<file path="src/rtl/serial_adder_pkg.sv">
// Shared types and defaults for the bit-serial adder.
// The optional overflow flag is enabled by defining SERIAL_ADDER_OVF_EN.
package serial_adder_pkg;

    typedef enum logic [1:0] {
        IDLE = 2'd0,
        RUN  = 2'd1,
        DONE = 2'd2
    } sa_state_t;

    localparam int SA_DEFAULT_WIDTH = 8;

endpackage

</file>
<file path="src/rtl/serial_adder_full_add.sv">
// Single-bit full-add cell; the additive mirror of the subtractor bit cells.
module full_add
    import serial_adder_pkg::*;
(
    input  logic x,
    input  logic y,
    input  logic cin,
    output logic s,
    output logic co
);

    assign s  = x ^ y ^ cin;
    assign co = (x & y) | (cin & (x ^ y));

endmodule

</file>
<file path="src/rtl/serial_adder.sv">
// Bit-serial unsigned adder: one full-add cell and a carry flop, LSB first.
// Define SERIAL_ADDER_OVF_EN to add the two's-complement overflow output ovf.
module serial_adder
    import serial_adder_pkg::*;
#(
    parameter int WIDTH = SA_DEFAULT_WIDTH
) (
    input  logic             clk,
    input  logic             rst,
    input  logic             start,
    input  logic [WIDTH-1:0] a,
    input  logic [WIDTH-1:0] b,
    output logic             busy,
    output logic             done,
    output logic [WIDTH-1:0] sum,
    output logic             cout
`ifdef SERIAL_ADDER_OVF_EN
    ,
    output logic             ovf
`endif
);

    localparam int             CNT_W    = $clog2(WIDTH);
    localparam logic [CNT_W-1:0] LAST_BIT = CNT_W'(WIDTH - 1);

    sa_state_t        state;
    logic [WIDTH-1:0] a_sr;
    logic [WIDTH-1:0] b_sr;
    logic [WIDTH-2:0] sum_sr;
    logic             carry;
    logic [CNT_W-1:0] cnt;

    logic             s_bit;
    logic             c_next;
    logic [WIDTH-1:0] sum_next;

    full_add u_cell (
        .x   (a_sr[0]),
        .y   (b_sr[0]),
        .cin (carry),
        .s   (s_bit),
        .co  (c_next)
    );

    // Partial sum with the current bit entering at the MSB; complete on the last bit.
    assign sum_next = {s_bit, sum_sr};

    // NOTE: every register below uses <= so all state advances from the same pre-edge values.
    always_ff @(posedge clk) begin
        if (rst) begin
            state  <= IDLE;
            busy   <= 1'b0;
            done   <= 1'b0;
            sum    <= '0;
            cout   <= 1'b0;
            a_sr   <= '0;
            b_sr   <= '0;
            sum_sr <= '0;
            carry  <= 1'b0;
            cnt    <= '0;
`ifdef SERIAL_ADDER_OVF_EN
            ovf    <= 1'b0;
`endif
        end else begin
            done <= 1'b0;
            case (state)
                IDLE, DONE: begin
                    if (start) begin
                        a_sr  <= a;
                        b_sr  <= b;
                        carry <= 1'b0;
                        cnt   <= '0;
                        busy  <= 1'b1;
                        state <= RUN;
                    end else begin
                        state <= IDLE;
                    end
                end
                RUN: begin
                    a_sr   <= a_sr >> 1;
                    b_sr   <= b_sr >> 1;
                    sum_sr <= sum_next[WIDTH-1:1];
                    carry  <= c_next;
                    cnt    <= cnt + CNT_W'(1);
                    if (cnt == LAST_BIT) begin
                        // Results land in one edge, so sum/cout never show a partial value.
                        sum   <= sum_next;
                        cout  <= c_next;
`ifdef SERIAL_ADDER_OVF_EN
                        ovf   <= carry ^ c_next;
`endif
                        busy  <= 1'b0;
                        done  <= 1'b1;
                        state <= DONE;
                    end
                end
                default: begin
                    busy  <= 1'b0;
                    state <= IDLE;
                end
            endcase
        end
    end

endmodule

</file>
<file path="config.mk">
export PLATFORM = sky130hd
export DESIGN_NAME = serial_adder
export DESIGN_NICKNAME = d
export VERILOG_FILES = /design/src/rtl/serial_adder_pkg.sv /design/src/rtl/serial_adder_full_add.sv /design/src/rtl/serial_adder.sv
export SDC_FILE = /design/constraint.sdc
export NUM_CORES = 1
export LEC_CHECK = 0
export CAP_MARGIN = 20
export CORE_MARGIN = 4
export CORE_UTILIZATION = 54
export DETAILED_ROUTE_END_ITERATION = 10
export HOLD_SLACK_MARGIN = 0.02
export PLACE_DENSITY = 0.82
export SYNTH_ARGS = -nofsm -noshare
export SYNTH_HDL_FRONTEND = slang
export SYNTH_SLANG_ARGS = --single-unit
</file>
<file path="constraint.sdc">
create_clock -name clk -period 3.6 [get_ports clk]
set_input_delay 0.9 -clock clk [delete_from_list [all_inputs] [get_ports clk]]
set_output_delay 0.9 -clock clk [all_outputs]
set_load 0.01 [all_outputs]
</file>
==> reports/results.tsv, run 1 <==
metric	value	unit
synthesized-area fraction occupied by adder cells	2.791	%
Core Footprint	2805	um2
CP Capture Type	primary output	
Worst Path Max Fanout	2	
register area share after synthesis	49.61	%
TritonCTS buffer count	5	
synthesized flop and latch total	40	
Max Clock Skew	0.003342	ns
DP HPWL	2136	um
TritonCTS clock tree	yes	
slowest stage delay, CP	0.54	ns
total gr overflow	0	
initial antenna violation count	0	
std cell rows	19	
Pwr per Cell Area	428.1	nW/um2
# setup viols final	0	
synthesis-to-finish area growth	18.06	%
clock insertion delay at the later pin of the skew report	0.34	ns
Net Count, Synth	216	
Post-CTS Setup Inserts	0	
Clock transition at path regs	0.10	ns
routed wl met3	187	um
DIE AREA	3928	um2
crit-path cells	clkdlybuf4s50_1	
syn_area_per_cell	8.320	um2
Fin. Hold Viols	0	
slowest CP cell	clkdlybuf4s50_1	
CP required	2.70	ns
Top delay family on crit path	buffers and inverters	
main combinational cell family by area after synthesis	simple AND/OR/NAND/NOR gates	
post-synthesis compound-gate area fraction	15.50	%
mux contribution to synthesized area	0	%
vias in the first global route	1319	
type of origin of the critical path	register	
DRT Pass-1 Iters	4	
Resized cells post-CTS	0	
first-pass GRT wire length	5609	um
WS Path Type	register to primary output	
Netlist cell types	21	
GP Congestion	0.7357	
Clock Sink Count	40	
LEAKAGE	0.0006855	uW
final hold slack	0.4595	ns
vias	1362	
Gate Count Post-Synth	194	
final WL	3071	um
Post-Place Cell Area	1841	um2
Via density	5.537	
diodes inserted	0	
layout cells sized above 1	5.581	%
WP buf/inv	1	
Netlist Area Pre-Place	1614	um2
unrepaired setup endpoints after global routing	false	
wire per inst	12.48	um
NumNets Final	237	
min cycle time layout	2.138	ns
Max IR drop VDD	0.0003018	V
hold crit path type	register to register	
Global Route Usage Sum	17.97	%
status	finished clean	
Slew headroom	51.62	%
hold buffer count at CTS	0	
clk buf depth	2	
yosys warns	0	
H-tree Lvls	2	
TNS Setup	0	ns
Max Cap Viol	0	
die width	62.67	um
1st-iter DRT viols	89	
fmax	0.4677	GHz
post-synthesis simple-gate area fraction	24.81	%
Die Ht	62.67	um
Reg2Reg Setup Slack	1.88	ns
CP arrival	1.24	ns
initial core utilization	57.54	%
ANT nets after route	0	
IO buf count	29	
design area	1906	um2
drt drc	0	
CTS root buf	clkbuf_4	
WL met1	1309	um
Ports	30	
Tcrit/Tclk final	59.39	%
metal2 WL	1512	um
worst slew pin tran	0.7257	ns
uppermost layer routed	met4	
pin count of the biggest net entering global routing	41	
max-slew violation count	0	
post-synthesis xor/xnor area fraction	0	%
[layer usage]
metal  track usage (%)  vias to the layer above
li1                  -                      698
met1             19.22                      619
met2             30.49                       38
met3             7.914                        7
met4             7.989                        0
met5                 0                        -
[path summary, 6_finish.rpt]
check,from,depth (start not counted),to
max,busy,1,busy
min reg2reg,sum[0],2,sum[0]
max reg2reg,state[1],4,b_sr[2]
min,sum[0],2,sum[0]
[cell type report]
cell class	count	area, um2
timing repair buffer	31	305.3
sequential	40	800.8
tap	31	38.79
clock buffer	7	65.06
multi-input combinational	137	695.7
fill	244	899.6
[report_power, final]
group / internal, uW / total [uW] / switching, uW
logic: 43.0 / 94.6 / 51.7
registers: 464 / 477 / 13.1
clock network: 111 / 244 / 134
[Yosys cell counts]
library cell | number | share of area, %
a21oi_1 | 23 | 7.1
a311oi_1 | 14 | 7.6
and2b_2 | 1 | 0.54
buf_2 | 3 | 0.93
buf_4 | 4 | 1.9
buf_6 | 2 | 1.4
clkbuf_1 | 6 | 1.4
clkbuf_8 | 2 | 1.7
dfxtp_1 | 40 | 50
fa_1 | 1 | 1.2
ha_1 | 2 | 1.6
nand2_1 | 56 | 13
nand2b_1 | 1 | 0.39
nand3_1 | 15 | 4.7
nand3b_1 | 1 | 0.47
nor2_1 | 18 | 4.2
nor2b_2 | 1 | 0.54
o21a_1 | 1 | 0.47
o21ai_0 | 1 | 0.31
or2b_1 | 1 | 0.47
or2b_2 | 1 | 0.54
[cells by family (layout without fill, tap and decap cells)]
group | after synthesis | after routing
AOI/OAI and AO/OA | 39 | 39
adders and majority gates | 3 | 3
buffers and inverters | 17 | 38
DFF | 40 | 40
and+or+nand+nor | 95 | 95
[through the flow]
| step | power (uW) | setup slack (ns) | utilization (%) | instances |
|---|---|---|---|---|
| 2_1_floorplan | 556.6 | 1.985 | - | 194 |
| 3_3_place_gp | 576.7 | 1.245 | 65.61 | 239 |
| 3_5_place_dp | 581.4 | 1.185 | 65.61 | 239 |
| 4_1_cts | 823.2 | 1.446 | 67.93 | 246 |
| 5_1_grt | 858.6 | 1.397 | 67.93 | 246 |
| 6_report | 815.8 | 1.462 | 67.93 | 246 |
[state kept, by name, summed over array words and instances, names as in the netlist]
register  flops
b_sr          8
busy          1
cout          1
a_sr          8
sum           8
done          1
carry         1
cnt           3
sum_sr        7
state         2
[layout by cell type (no fill, tap or decap)]
cell	instances
nand2_1	56
dfxtp_1	40
clkdlybuf4s50_1	29
a21oi_1	23
nor2_1	18
nand3_1	15
a311oi_1	14
clkbuf_4	5
ha_1	2
clkbuf_8	2
buf_4	2
and2b_2	1
nand3b_1	1
nand2b_1	1
or2b_2	1
o21a_1	1
nor2b_2	1
o21ai_0	1
or2b_1	1
fa_1	1
No activity file was read; power rests on OpenSTA's default activity.
==> run 2, diff against run 1 <==
- CORE_UTILIZATION: 54 -> 51
- PLACE_DENSITY: 0.82 -> 0.78
- clock period: 3.6 -> 2 ns (I/O delays scaled with it)
==> reports/results.tsv, run 2 (synthesis results as in run 1) <==
metric	value	unit	change
CP Capture Type	primary output		
Clock transition at path regs	0.11	ns	about the same
slowest stage delay, CP	0.55	ns	about the same
CP required	1.50	ns	-1.20 ns
Via density	5.234		-5.5%
drt drc	0		unchanged
clock insertion delay at the later pin of the skew report	0.35	ns	about the same
clk buf depth	2		unchanged
layout cells sized above 1	5.991	%	+0.41 points
vias in the first global route	1343		+1.8%
Fillers	270		+11%
Global Route Usage Sum	17.28	%	-0.69 points
status	finished clean		
min cycle time layout	1.747	ns	
Int Pwr	1049	uW	+70%
most frequent cells in the layout	56 x nand2_1, 40 x dfxtp_1, 29 x clkdlybuf4s50_1		
biggest regs	a_sr (8), b_sr (8), sum (8)		
share of power burned in the clock network	26.6	%	-3.4 points
Resized cells post-CTS	0		unchanged
IO buf count	29		unchanged
switching portion of total power	25.72	%	+1.4 points
crit-path cells	clkdlybuf4s50_1		
Seq pwr share	60.7	%	+2.3 points
diodes inserted	0		unchanged
initial core utilization	53.31	%	-4.2 points
Post-Place Cell Area	1897	um2	+3.1%
LEAKAGE	0.0006954	uW	+1.4%
r2r worst-path depth	4		unchanged
first-pass GRT wire length	5616	um	+0.12%
TritonCTS buffer count	5		unchanged
hold_sp	sum[4]		
fmax	0.5724	GHz	
TritonCTS clock tree	yes		
ANT nets after route	0		unchanged
Clock Sink Count	40		unchanged
Worst Path Max Fanout	2		unchanged
die width	64.26	um	+2.5%
TNS Setup	0	ns	unchanged
switching power total	363.4	uW	+83%
DP HPWL	2161	um	+1.2%
GP Congestion	0.7165		-2.6%
Max IR drop VDD	0.0004637	V	+54%
WP buf/inv	1		unchanged
1st-iter DRT viols	63		-29%
Fin. Hold Viols	0		unchanged
Top delay family on crit path	buffers and inverters		
type of origin of the critical path	register		
total gr overflow	0		unchanged
Post-CTS Setup Inserts	0		unchanged
worst slew pin tran	0.4072	ns	-0.3185 ns
wire per inst	11.97	um	-4.2%
WS Path Type	register to primary output		
leading cell type in the layout, fill and taps excluded	nand2_1		
Final Util	64.17	%	-3.8 points
max-slew violation count	0		unchanged
design area	1943	um2	+2.0%
worst setup path start	sum[7]		
std cell rows	20		+1
number of cells on the critical path	1		unchanged
Slew headroom	72.77	%	+21 points
CP arrival	1.25	ns	about the same
pin count of the biggest net entering global routing	41		unchanged
slowest CP cell	clkdlybuf4s50_1		
Core Footprint	3028	um2	+7.9%
initial antenna violation count	0		unchanged
NumNets Final	239		+0.84%
power share of the combinational group	12.7	%	+1.1 points
Hold Path Depth	2		unchanged
DRT Pass-1 Iters	4		unchanged
H-tree Lvls	2		unchanged
synthesis-to-finish area growth	20.39	%	
Die Ht	64.26	um	+2.5%
Pwr per Cell Area	727.0	nW/um2	+70%
hold buffer count at CTS	0		unchanged
Critical R2R Launch	state[0]		
# setup viols final	0		unchanged
final WL	3123	um	+1.7%
DIE AREA	4129	um2	+5.1%
Tcrit/Tclk final	87.35	%	
Ports	30		unchanged
final hold slack	0.4574	ns	-0.002098 ns
Max Clock Skew	0.01455	ns	+0.01120 ns
unrepaired setup endpoints after global routing	false		
hold crit path type	register to register		
CTS root buf	clkbuf_4		
vias	1366		+0.29%
Max Cap Viol	0		unchanged
run 2: layout make-up:
type	instances	area [um2]	area share, %
Clock inverter	1	5.005	0.2576
Sequential cell	40	800.8	41.21
Timing Repair Buffer	33	345.3	17.77
Tap cell	44	55.05	2.833
Clock buffer	6	41.29	2.125
Multi-Input combinational cell	137	695.7	35.80
run 2: path summary, 6_finish.rpt:
path | end | slack [ns]
setup reg to reg | a_sr[1] | 0.63
setup / recovery | sum[7] | 0.25
hold reg to reg | sum[4] | 0.46
hold / removal | sum[4] | 0.46
run 2: metrics by stage:
stage	worst slack [ns]	power (uW)	cells
6_report	0.2530	1413	261
5_1_grt	0.2050	1486	261
4_1_cts	0.2413	1422	261
3_5_place_dp	0.1165	1057	254
3_3_place_gp	0.2305	1047	254
2_1_floorplan	0.6940	1002	194
run 2: per-layer routing:
layer / GRT usage, % / part of all wire (%) / wire length, um / vias to the layer above
met5: 0 / 0 / 0 / -
met4: 9.235 / 1.9 / 58 / 0
met3: 4.745 / 6.4 / 199 / 6
met2: 31.70 / 50 / 1550 / 44
met1: 17.54 / 42 / 1315 / 620
li1: - / - / - / 696
run 2: power groups by stage:
| stage | Sequential (uW) | Clock, uW | Combinational [uW] |
|---|---|---|---|
| 3_3_place_gp | 874 | 0 | 173 |
| 5_1_grt | 864 | 419 | 204 |
| 6_report | 858 | 375 | 180 |
| 3_5_place_dp | 876 | 0 | 181 |
| 2_1_floorplan | 871 | 0 | 131 |
| 4_1_cts | 858 | 382 | 182 |
